### config.mk
export PLATFORM = sky130hd
export DESIGN_NAME = mux_exerciser
export DESIGN_NICKNAME = d
export VERILOG_FILES = /design/src/rtl/mux_exerciser.sv
export SDC_FILE = /design/constraint.sdc
export NUM_CORES = 1
export LEC_CHECK = 0
export CORE_ASPECT_RATIO = 1.5
export CORE_MARGIN = 3
export CORE_UTILIZATION = 44
export DETAILED_ROUTE_END_ITERATION = 12
export PLACE_DENSITY = 0.74
export SYNTH_ARGS = -nofsm -noshare
export SYNTH_HDL_FRONTEND = slang
export SYNTH_SLANG_ARGS = --single-unit
### constraint.sdc
create_clock -name i_clk -period 1.48 [get_ports i_clk]
set_input_delay 0.296 -clock i_clk [delete_from_list [all_inputs] [get_ports i_clk]]
set_output_delay 0.296 -clock i_clk [all_outputs]
set_load 0.01 [all_outputs]
### src/rtl/mux_exerciser.sv
// Stimulus-and-check stage for a 2:1 mux: walks {a, d1, d0} through 0..7,
// holds each vector HOLD_CYCLES cycles, samples i_y on the last hold cycle and scores it.
module mux_exerciser #(
    parameter int HOLD_CYCLES = 10,
    parameter int ERRW        = 4
) (
    input  logic            i_clk,
    input  logic            i_rst,
    input  logic            i_start,
    input  logic            i_y,
    output logic            o_a,
    output logic            o_d0,
    output logic            o_d1,
    output logic            o_busy,
    output logic            o_done,
    output logic            o_pass,
    output logic [ERRW-1:0] o_err_cnt,
    output logic [2:0]      o_first_fail,
    output logic [2:0]      o_vec
);
    // state | meaning
    // IDLE  | after reset, drives zero, waits for i_start
    // RUN   | stepping vectors and scoring i_y
    // DONE  | results held, i_start restarts a clean pass
    typedef enum logic [1:0] {
        IDLE = 2'd0,
        RUN  = 2'd1,
        DONE = 2'd2
    } state_t;

    localparam int HW = (HOLD_CYCLES > 1) ? $clog2(HOLD_CYCLES) : 1;
    localparam logic [HW-1:0]   HOLD_LAST = HW'(HOLD_CYCLES - 1);
    localparam logic [ERRW-1:0] ERR_MAX   = '1;

    state_t          state, state_next;
    logic            start_run;
    logic [2:0]      vec;
    logic [HW-1:0]   hold;
    logic [ERRW-1:0] err;
    logic [2:0]      first_fail;
    logic            fail_seen;
    logic            last_hold;
    logic            expected;
    logic            mismatch;

    assign last_hold = (hold == HOLD_LAST);
    assign expected  = vec[2] ? vec[1] : vec[0];
    assign mismatch  = (i_y != expected);

    always_comb begin
        state_next = state;
        start_run  = 1'b0;
        case (state)
            IDLE: begin
                if (i_start) begin
                    state_next = RUN;
                    start_run  = 1'b1;
                end
            end
            RUN: begin
                if (last_hold && (vec == 3'd7)) begin
                    state_next = DONE;
                end
            end
            DONE: begin
                if (i_start) begin
                    state_next = RUN;
                    start_run  = 1'b1;
                end
            end
            default: state_next = IDLE;
        endcase
    end

    always_ff @(posedge i_clk) begin
        if (i_rst) begin
            state      <= IDLE;
            vec        <= '0;
            hold       <= '0;
            err        <= '0;
            first_fail <= '0;
            fail_seen  <= 1'b0;
        end else begin
            state <= state_next;
            if (start_run) begin
                vec        <= '0;
                hold       <= '0;
                err        <= '0;
                first_fail <= '0;
                fail_seen  <= 1'b0;
            end else if (state == RUN) begin
                if (last_hold) begin
                    hold <= '0;
                    if (mismatch) begin
                        if (err != ERR_MAX) begin
                            err <= err + 1'b1;
                        end
                        if (!fail_seen) begin
                            first_fail <= vec;
                            fail_seen  <= 1'b1;
                        end
                    end
                    // vec parks at 7 in DONE; the drive is gated off below
                    if (vec != 3'd7) begin
                        vec <= vec + 3'd1;
                    end
                end else begin
                    hold <= hold + 1'b1;
                end
            end
        end
    end

    assign o_busy       = (state == RUN);
    assign o_done       = (state == DONE);
    assign o_pass       = (state == DONE) && (err == '0);
    assign o_vec        = o_busy ? vec : 3'd0;
    assign o_a          = o_vec[2];
    assign o_d1         = o_vec[1];
    assign o_d0         = o_vec[0];
    assign o_err_cnt    = err;
    assign o_first_fail = first_fail;

endmodule

---- Word-level counts from Yosys, hierarchy flattened ----
Cells that the tools add are included.
storage, ports and cells
  register bits after elaboration ......... 17
  input port bits ......................... 4
  output and inout bits ................... 16
  logic and storage cells ................. 38
cells by class
  add/sub/neg operators ................... 3
  equal/unequal tests ..................... 9
  multiplexer cells ....................... 8
  bitwise gates (word level) .............. 1
  reductions and logical operators ........ 11
operator list
  cell                                                                      number
  4-bit by 1-bit adder with 4-bit output (second input constant)            2
  4-bit AND reduction                                                       2
  3-bit AND reduction                                                       2
  4-bit == test (second input constant)                                     1
  4-bit zero test                                                           1
  2-bit 2-to-1 mux                                                          2
  4-bit 2-to-1 mux                                                          1
  2-bit by 1-bit inequality test with 1-bit output (second input constant)  2
  4-bit inequality test (second input constant)                             1
  2-bit one-hot mux with 2 select lines                                     1
  2-bit OR reduction                                                        2
  3-bit by 1-bit adder with 3-bit output (second input constant)            1
  3-bit == test (second input constant)                                     1
  1-bit 2-to-1 mux                                                          3
  3-bit 2-to-1 mux                                                          1
  3-bit inequality test (second input constant)                             1
  2-bit by 1-bit == test with 1-bit output (second input constant)          1
  2-bit == test (second input constant)                                     1
  1-bit logical AND                                                         2
  2-bit zero test                                                           1
  2-bit AND reduction                                                       1
  1-bit inequality test                                                     1
  1-bit inverter                                                            1

---- Longest topological paths before layout ----
Gate-level depths: netlist (run 1).
  depth after elaboration ................. 4
  gate-level depth with buffers ........... 5
  gate-level depth less buffers ........... 5

---- Least setup slack after synthesis (run 1) ----
No wires, ideal clock.
  path kind ............................... flip-flop to flip-flop
  start point ............................. reg vec[0]
  end point ............................... reg vec[1]
  library setup time ...................... 128 ps
  data arrival time ....................... 1284 ps
  data required time ...................... 1352 ps
  setup slack ............................. 69 ps
  stages on the path, launching flop included .. 6
  buffers on the path ..................... 0
  period minus slack after synthesis ...... 1411 ps
  cell sequence ........................... dfxtp_1 ha_1 ha_1 nor3_2 mux2i_1 nor2_1
between the ends
  word-level cells in the longest chain between the ends .. 2
  elaborated cells on any way between the ends .. 3
  those cells by class .................... add/sub (1); eq/ne (1); reduce/logical (1)
RTL lines
  item                                                                            RTL line  RTL
  start, declared                                                                 37        logic [2:0] vec;
  start signal, assigned                                                          105       vec <= vec + 3'd1;
  branches (longest 2 deep; another with 3-bit by 1-bit adder with 3-bit output)  --
Several ways; the timed one is not identified.
A chain may end at the register's enable or synchronous reset.

---- Final worst setup path (run 1) ----
  start point ............................. reg err[1], in the netlist o_err_cnt[1]
  end point ............................... out o_pass
between the ends
  word-level cells in the longest chain between the ends .. 2
RTL lines
  item                    RTL line  RTL
  start, declared         39        logic [ERRW-1:0] err;
  start signal, assigned  96        err <= err + 1'b1;
  4-bit zero test         116       assign o_pass = (state == DONE) && (err == '0);
  1-bit logical AND       116
  end, declared           16        output logic o_pass,
Every way passes these cells.

==> results.toml, run 1 <==
[outcome]
outcome = "finished, final reports clean"

[final_layout]
drive_above_1_share_pct = 45.5
stdcell_area_um2 = 1410
fin_nets = 152
area_growth_syn_to_layout_pct = 54.2
antenna_cells = 0

[detailed_routing]
drt-total-wl_mm = 2.38
drt_pass1_iterations = 4
ant_nets = 0
wl_per_cell_um = 14.5
drt-initial-drc-count = 13
vias = 898
routed_via_density = 5.48
drcViolationCount = 0

[run]
cap_viol_max_count = 0

[sta]
finalCritPeriodShare_pct = 98.3
rsz0062_at_grt = "yes"
layout_setup_ws_ns = 0.0258
fin_skew_ns = 0.00540
hold_violations = 0
period_needed_ns = 1.45
slew_violations = 0
slew_headroom_pct = 75.1
tightest_slew_ns = 0.371
fmax_mhz = 688
finalSetupViolCount = 0

[synthesis]
mappedNetlistNets = 108
synth_enable_flop_cells = 0
syn_area_um2 = 916
synthCells = 100
async_flop_share_pct = 0
synth-seq-cells = 17
syn_avg_cell_area_um2 = 9.16
ys.flop_type = "dfxtp_1"
yosysSeqAreaShare_pct = 37.2
yosys_warnings = 0
ys_types = 38

[place]
dp_slack_ns = -0.173
dp_hpwl_mm = 1.78
routabilityCongestion = 0.779
io_buffer_count = 19
dpl_cell_area_um2 = 1270

[setup_path]
arrival_ns = 1.16
critical-path-max-stage-delay_ns = 0.34
r2r-start = "vec[0]$_SDFFE_PP0P_"
r2r_slack_ns = 0.05
worst-path-max-fanout = 2
critPathCaptureType = "output port"
slowest_stage = "dfxtp_2"
start_kind = "flop"
reg2reg_to = "o_first_fail[2]$_SDFFE_PP0P_"
r2r_cells = 6
path_cells = "inv_2, ha_4, nor4b_4, buf_2"
critPathRequiredTime_ns = 1.18
critPathKind = "reg -> out"

[power]
seq_power_share_pct = 55.8
power.switching_mw = 0.218
p_per_area_nw_per_um2 = 590
ir_worst_vdd_mv = 0.534
p_sw_share_pct = 26.1
power.share.clock_pct = 32.1
power_frac_comb_pct = 12.1
p_leak_nw = 0.608
intPower_mw = 0.616

[global_route]
antenna_found_initial = 0
track_usage_pct = 19.4
overflow = 0
grt_pass1_vias = 944
grt_start_max_net_pins = 12
grt_pass1_wl_mm = 3.84

[worst_hold_path]
hp-class = "reg -> reg"
hold_depth = 2
min_from = "o_first_fail[2]$_SDFFE_PP0P_"
holdPathEnd = "o_first_fail[2]$_SDFFE_PP0P_"

[clocking]
clockBufferDepth = 2
root_buffer = "clkbuf_4"
cts_hold_repair.buffers = 0
cts_buffers = 3
clock_latency_ns = 0.30
cts_tree = "yes"
h-tree-depth = 1
cts_sinks = 17
clkTransAtPathRegs_ns = 0.11

[floorplan]
core_area_um2 = 1900
io_pins = 20
die_h_um = 61.9
start_util_pct = 48.2
rows = 19
die_w_um = 43.3
fp.dieArea_um2 = 2680
[power by group through the flow]
stage / sequential (mW) / clock [mW] / combinational, mW
4_1_cts: 0.466 / 0.279 / 0.0921
5_1_grt: 0.466 / 0.282 / 0.111
6_report: 0.465 / 0.268 / 0.101
3_3_place_gp: 0.475 / 0 / 0.0870
3_5_place_dp: 0.476 / 0 / 0.0884
2_1_floorplan: 0.477 / 0 / 0.0383
[cell usage after synthesis, types with 2 or more instances]
master    count  area (um^2)
a21oi_1       7         35.0
and2_1        2         12.5
a311oi_2      2         30.0
o21ai_0       2         10.0
clkbuf_1      2         7.51
a211o_1       2         17.5
nor3_1        2         10.0
inv_1         3         11.3
mux2i_1       2         20.0
nand3_1       4         20.0
nand4_1       2         12.5
dfxtp_1      17          340
nor4b_1       2         17.5
xnor2_1       2         17.5
nand2_1       3         11.3
ha_1          4         50.1
o31ai_1       3         22.5
nand2b_1      2         12.5
buf_4         3         22.5
nor2b_1       3         18.8
nor2_1       13         48.8
a31oi_1       2         12.5
[worst max-delay path, delay by kind of cell, from the launching register on]
family | cells | cell delay [ns]
flip-flops | 1 | 0.34
buffers and inverters | 2 | 0.24
AND/OR/NAND/NOR | 1 | 0.16
adder cells (fa/ha/maj) | 1 | 0.13
[layout make-up]
| class | instances | area (um^2) |
|---|---|---|
| clock buffers | 3 | 22.5 |
| clock inverters | 1 | 7.51 |
| fillers | 152 | 489 |
| inverters | 4 | 17.5 |
| multi-input cells | 74 | 616 |
| flip-flops and latches | 17 | 353 |
| well taps | 21 | 26.3 |
| repair buffers | 44 | 370 |
[how the worst max path moves through the flow]
stage	endpoint	slack, ns	start
finish	o_pass	0.03	o_err_cnt[1]$_SDFFE_PP0P_
global route	o_pass	-0.06	o_err_cnt[1]$_SDFFE_PP0P_
CTS	o_pass	-0.03	state[0]$_SDFFE_PP0P_
detailed placement	o_pass	-0.17	o_err_cnt[0]$_SDFFE_PP0P_
global placement	o_pass	-0.12	state[0]$_SDFFE_PP0P_
floorplan	vec[1]$_SDFFE_PP0P_	0.07	vec[0]$_SDFFE_PP0P_
[per-layer routing]
metal | GRT usage, % | wire (um) | vias to the layer above
li1 | - | - | 441
met1 | 20.3 | 904 | 442
met2 | 37.4 | 1430 | 13
met3 | 1.73 | 37 | 2
met4 | 10.8 | 16 | 0
met5 | 0 | 0 | -
[cells by family after synthesis]
kind of cell	count (synthesis)	synth area share, %
simple gates	42	26.8
compound gates	20	15.6
xor+xnor	5	6.42
fa+ha+maj	4	5.46
buf+inv	9	4.92
flops	17	37.2
mux	3	3.69
[sequential cells by signal, summed over array words and instances (netlist names)]
register	cells
fail_seen	1
o_err_cnt	4
o_first_fail	3
vec	3
state	2
hold	4
[metrics by stage]
stage	setup TNS, ns	hold WS (ns)	cells	power (mW)	util, %
after global routing	-0.173	0.500	164	0.858	74.3
after global placement	-1.33	0.472	157	0.562	66.6
after floorplan	0	0.368	100	0.515	-
final	0	0.483	164	0.834	74.3
after CTS	-0.104	0.487	161	0.837	68.6
after detailed placement	-1.99	0.468	157	0.564	66.6
[timing repair]
item / 4_1_cts / 5_1_grt
buffers inserted: 0 / 3
endpoints found under the setup margin: 17 / 18
pin swaps: 1 / 6
resized for setup: 54 / 21
gates cloned: 0 / 0
[layout by cell type, fill, tap and decap left out, types with 2 or more instances in the layout]
cell type / count
buf_4: 24
nor2_1: 13
dfxtp_1: 9
a21oi_1: 7
dfxtp_2: 7
dlygate4sd2_1: 7
buf_6: 7
nand3_1: 4
and2_4: 3
nor2b_1: 3
nand2_1: 3
o31ai_1: 3
clkbuf_4: 3
clkdlybuf4s50_1: 3
nand2b_4: 2
inv_2: 2
nor3_1: 2
xnor2_1: 2
a31oi_1: 2
a211o_1: 2
nand4_1: 2
mux2i_1: 2
o21ai_0: 2
ha_2: 2
buf_2: 2
(Power assumes the default switching activity.)
==> inputs of run 2 (changes only) <==
- CORE_ASPECT_RATIO: 1.5 -> 1.25
==> run 2 against run 1 <==
The run now ends with setup timing left. Design area rose by 2.4%. Register-to-register slack barely moved. Critical path depth is the same. Power decreased by 0.37%. Combinational power increased by 8%. Sequential share of layout area about the same. Clock power decreased by 2%. Clock skew down 0.0036 ns. Count of clock-buffer cells in the layout grew 1. Maximum frequency fell by 4.9%. Critical endpoint unchanged. Largest cell class unchanged.
==> results.toml, run 2 (synthesis gave the netlist of run 1 again) <==
[place]
io_buffer_count = 19
dp_hpwl_mm = 1.76
dp_cells = 154
dp_slack_ns = -0.189
dpl_cell_area_um2 = 1260
routabilityCongestion = 0.783

[worst_hold_path]
min_from = "o_first_fail[1]$_SDFFE_PP0P_"
hold_depth = 2
hp-class = "reg -> reg"
holdPathEnd = "o_first_fail[1]$_SDFFE_PP0P_"

[sta]
period_needed_ns = 1.53
layout_setup_ws_ns = -0.0499
finalSetupViolCount = 1
finalCritPeriodShare_pct = 103
tightest_slew_ns = 0.311
fin_skew_ns = 0.00179
fin_setup_tns_ns = -0.0499
fmax_mhz = 654
slew_headroom_pct = 79.1
hold_violations = 0
slew_violations = 0
fin_hold_ws_ns = 0.492
rsz0062_at_grt = "yes"

[setup_path]
r2r-start = "vec[0]$_SDFFE_PP0P_"
critPathKind = "reg -> out"
critical-path-max-stage-delay_ns = 0.34
r2r_slack_ns = 0.05
slowest_stage = "dfxtp_2"
path_cells = "inv_2, ha_4, nor4b_4, buf_2"
worst-path-max-fanout = 2
arrival_ns = 1.23
reg2reg_to = "o_first_fail[0]$_SDFFE_PP0P_"
critPathRequiredTime_ns = 1.18
critPathCaptureType = "output port"
r2r_cells = 6
start_kind = "flop"

[power]
p_leak_nw = 0.609
p_per_area_nw_per_um2 = 574
total_power_mw = 0.831
ir_worst_vdd_mv = 0.563

[final_layout]
drive_above_1_share_pct = 47.6
mostFrequentLayoutCell = "buf_4"
fin_nets = 152
stdcell_area_um2 = 1450
instances_no_fill = 162
area_growth_syn_to_layout_pct = 57.9
layout_common_cells = "buf_4 (24), nor2_1 (12), dfxtp_1 (8)"
antenna_cells = 0
final_core_util_pct = 77.3

[detailed_routing]
drcViolationCount = 0
vias = 926
routed_via_density = 5.72
drt_pass1_iterations = 4
wl_per_cell_um = 16.0
drt-initial-drc-count = 34
ant_nets = 0
drt-total-wl_mm = 2.59

[global_route]
overflow = 0
grt_start_max_net_pins = 10
track_usage_pct = 20.7
grt_pass1_wl_mm = 4.08
grt_pass1_vias = 941
antenna_found_initial = 0

[clocking]
cts_tree = "yes"
cts_sinks = 17
h-tree-depth = 1
cts_hold_repair.buffers = 0
clkTransAtPathRegs_ns = 0.10
clockBufferDepth = 2
cts_buffers = 3
clock_latency_ns = 0.31
root_buffer = "clkbuf_4"

[outcome]
outcome = "complete, but fails checks"
violations = "setup timing"

[floorplan]
die_h_um = 57.0
die_w_um = 46.8
io_pins = 20
core_area_um2 = 1870
fp.dieArea_um2 = 2670
start_util_pct = 48.9
rows = 17

[run]
cap_viol_max_count = 0
run 2: where the power goes:
group / switching (mW) / internal (mW)
Sequential: 0.00427 / 0.455
Clock: 0.157 / 0.105
Combinational: 0.0532 / 0.0559
Total: 0.214 / 0.616
run 2: critical path: cells and delay by family, from the launching register on:
family	cells	cell delay, ns
adders and majority gates	1	0.14
and+or+nand+nor	1	0.19
buffers and inverters	2	0.26
DFF	1	0.34
run 2: layer usage:
| metal | vias to the layer above | wire, um | global-route usage [%] |
|---|---|---|---|
| met5 | - | 0 | 0 |
| met4 | 0 | 89 | 11.5 |
| met3 | 7 | 102 | 4.73 |
| met2 | 27 | 1470 | 36.9 |
| met1 | 449 | 929 | 20.7 |
| li1 | 443 | - | - |
run 2: timing repair:
item	4_1_cts	5_1_grt
pin swaps	2	6
setup endpoints to repair	20	18
buffers inserted	0	4
resized for setup	57	29
run 2: worst max path at each step:
| stage | from | endpoint | slack (ns) | cells after the start |
|---|---|---|---|---|
| after CTS | o_err_cnt[1]$_SDFFE_PP0P_ | o_pass | -0.03 | 4 |
| after global placement | state[0]$_SDFFE_PP0P_ | o_pass | -0.12 | 3 |
| after detailed placement | i_y | o_err_cnt[3]$_SDFFE_PP0P_ | -0.19 | 4 |
| after floorplan | vec[0]$_SDFFE_PP0P_ | vec[1]$_SDFFE_PP0P_ | 0.07 | 5 |
| final | o_err_cnt[1]$_SDFFE_PP0P_ | o_pass | -0.05 | 4 |
| after global routing | o_err_cnt[1]$_SDFFE_PP0P_ | o_pass | -0.09 | 4 |
run 2: layout make-up:
class / count / area [um^2]
flip-flops and latches: 17 / 362
well taps: 19 / 23.8
repair buffers: 44 / 365
clock buffers: 4 / 26.3
fillers: 128 / 425
multi-input cells: 74 / 652
inverters: 4 / 17.5
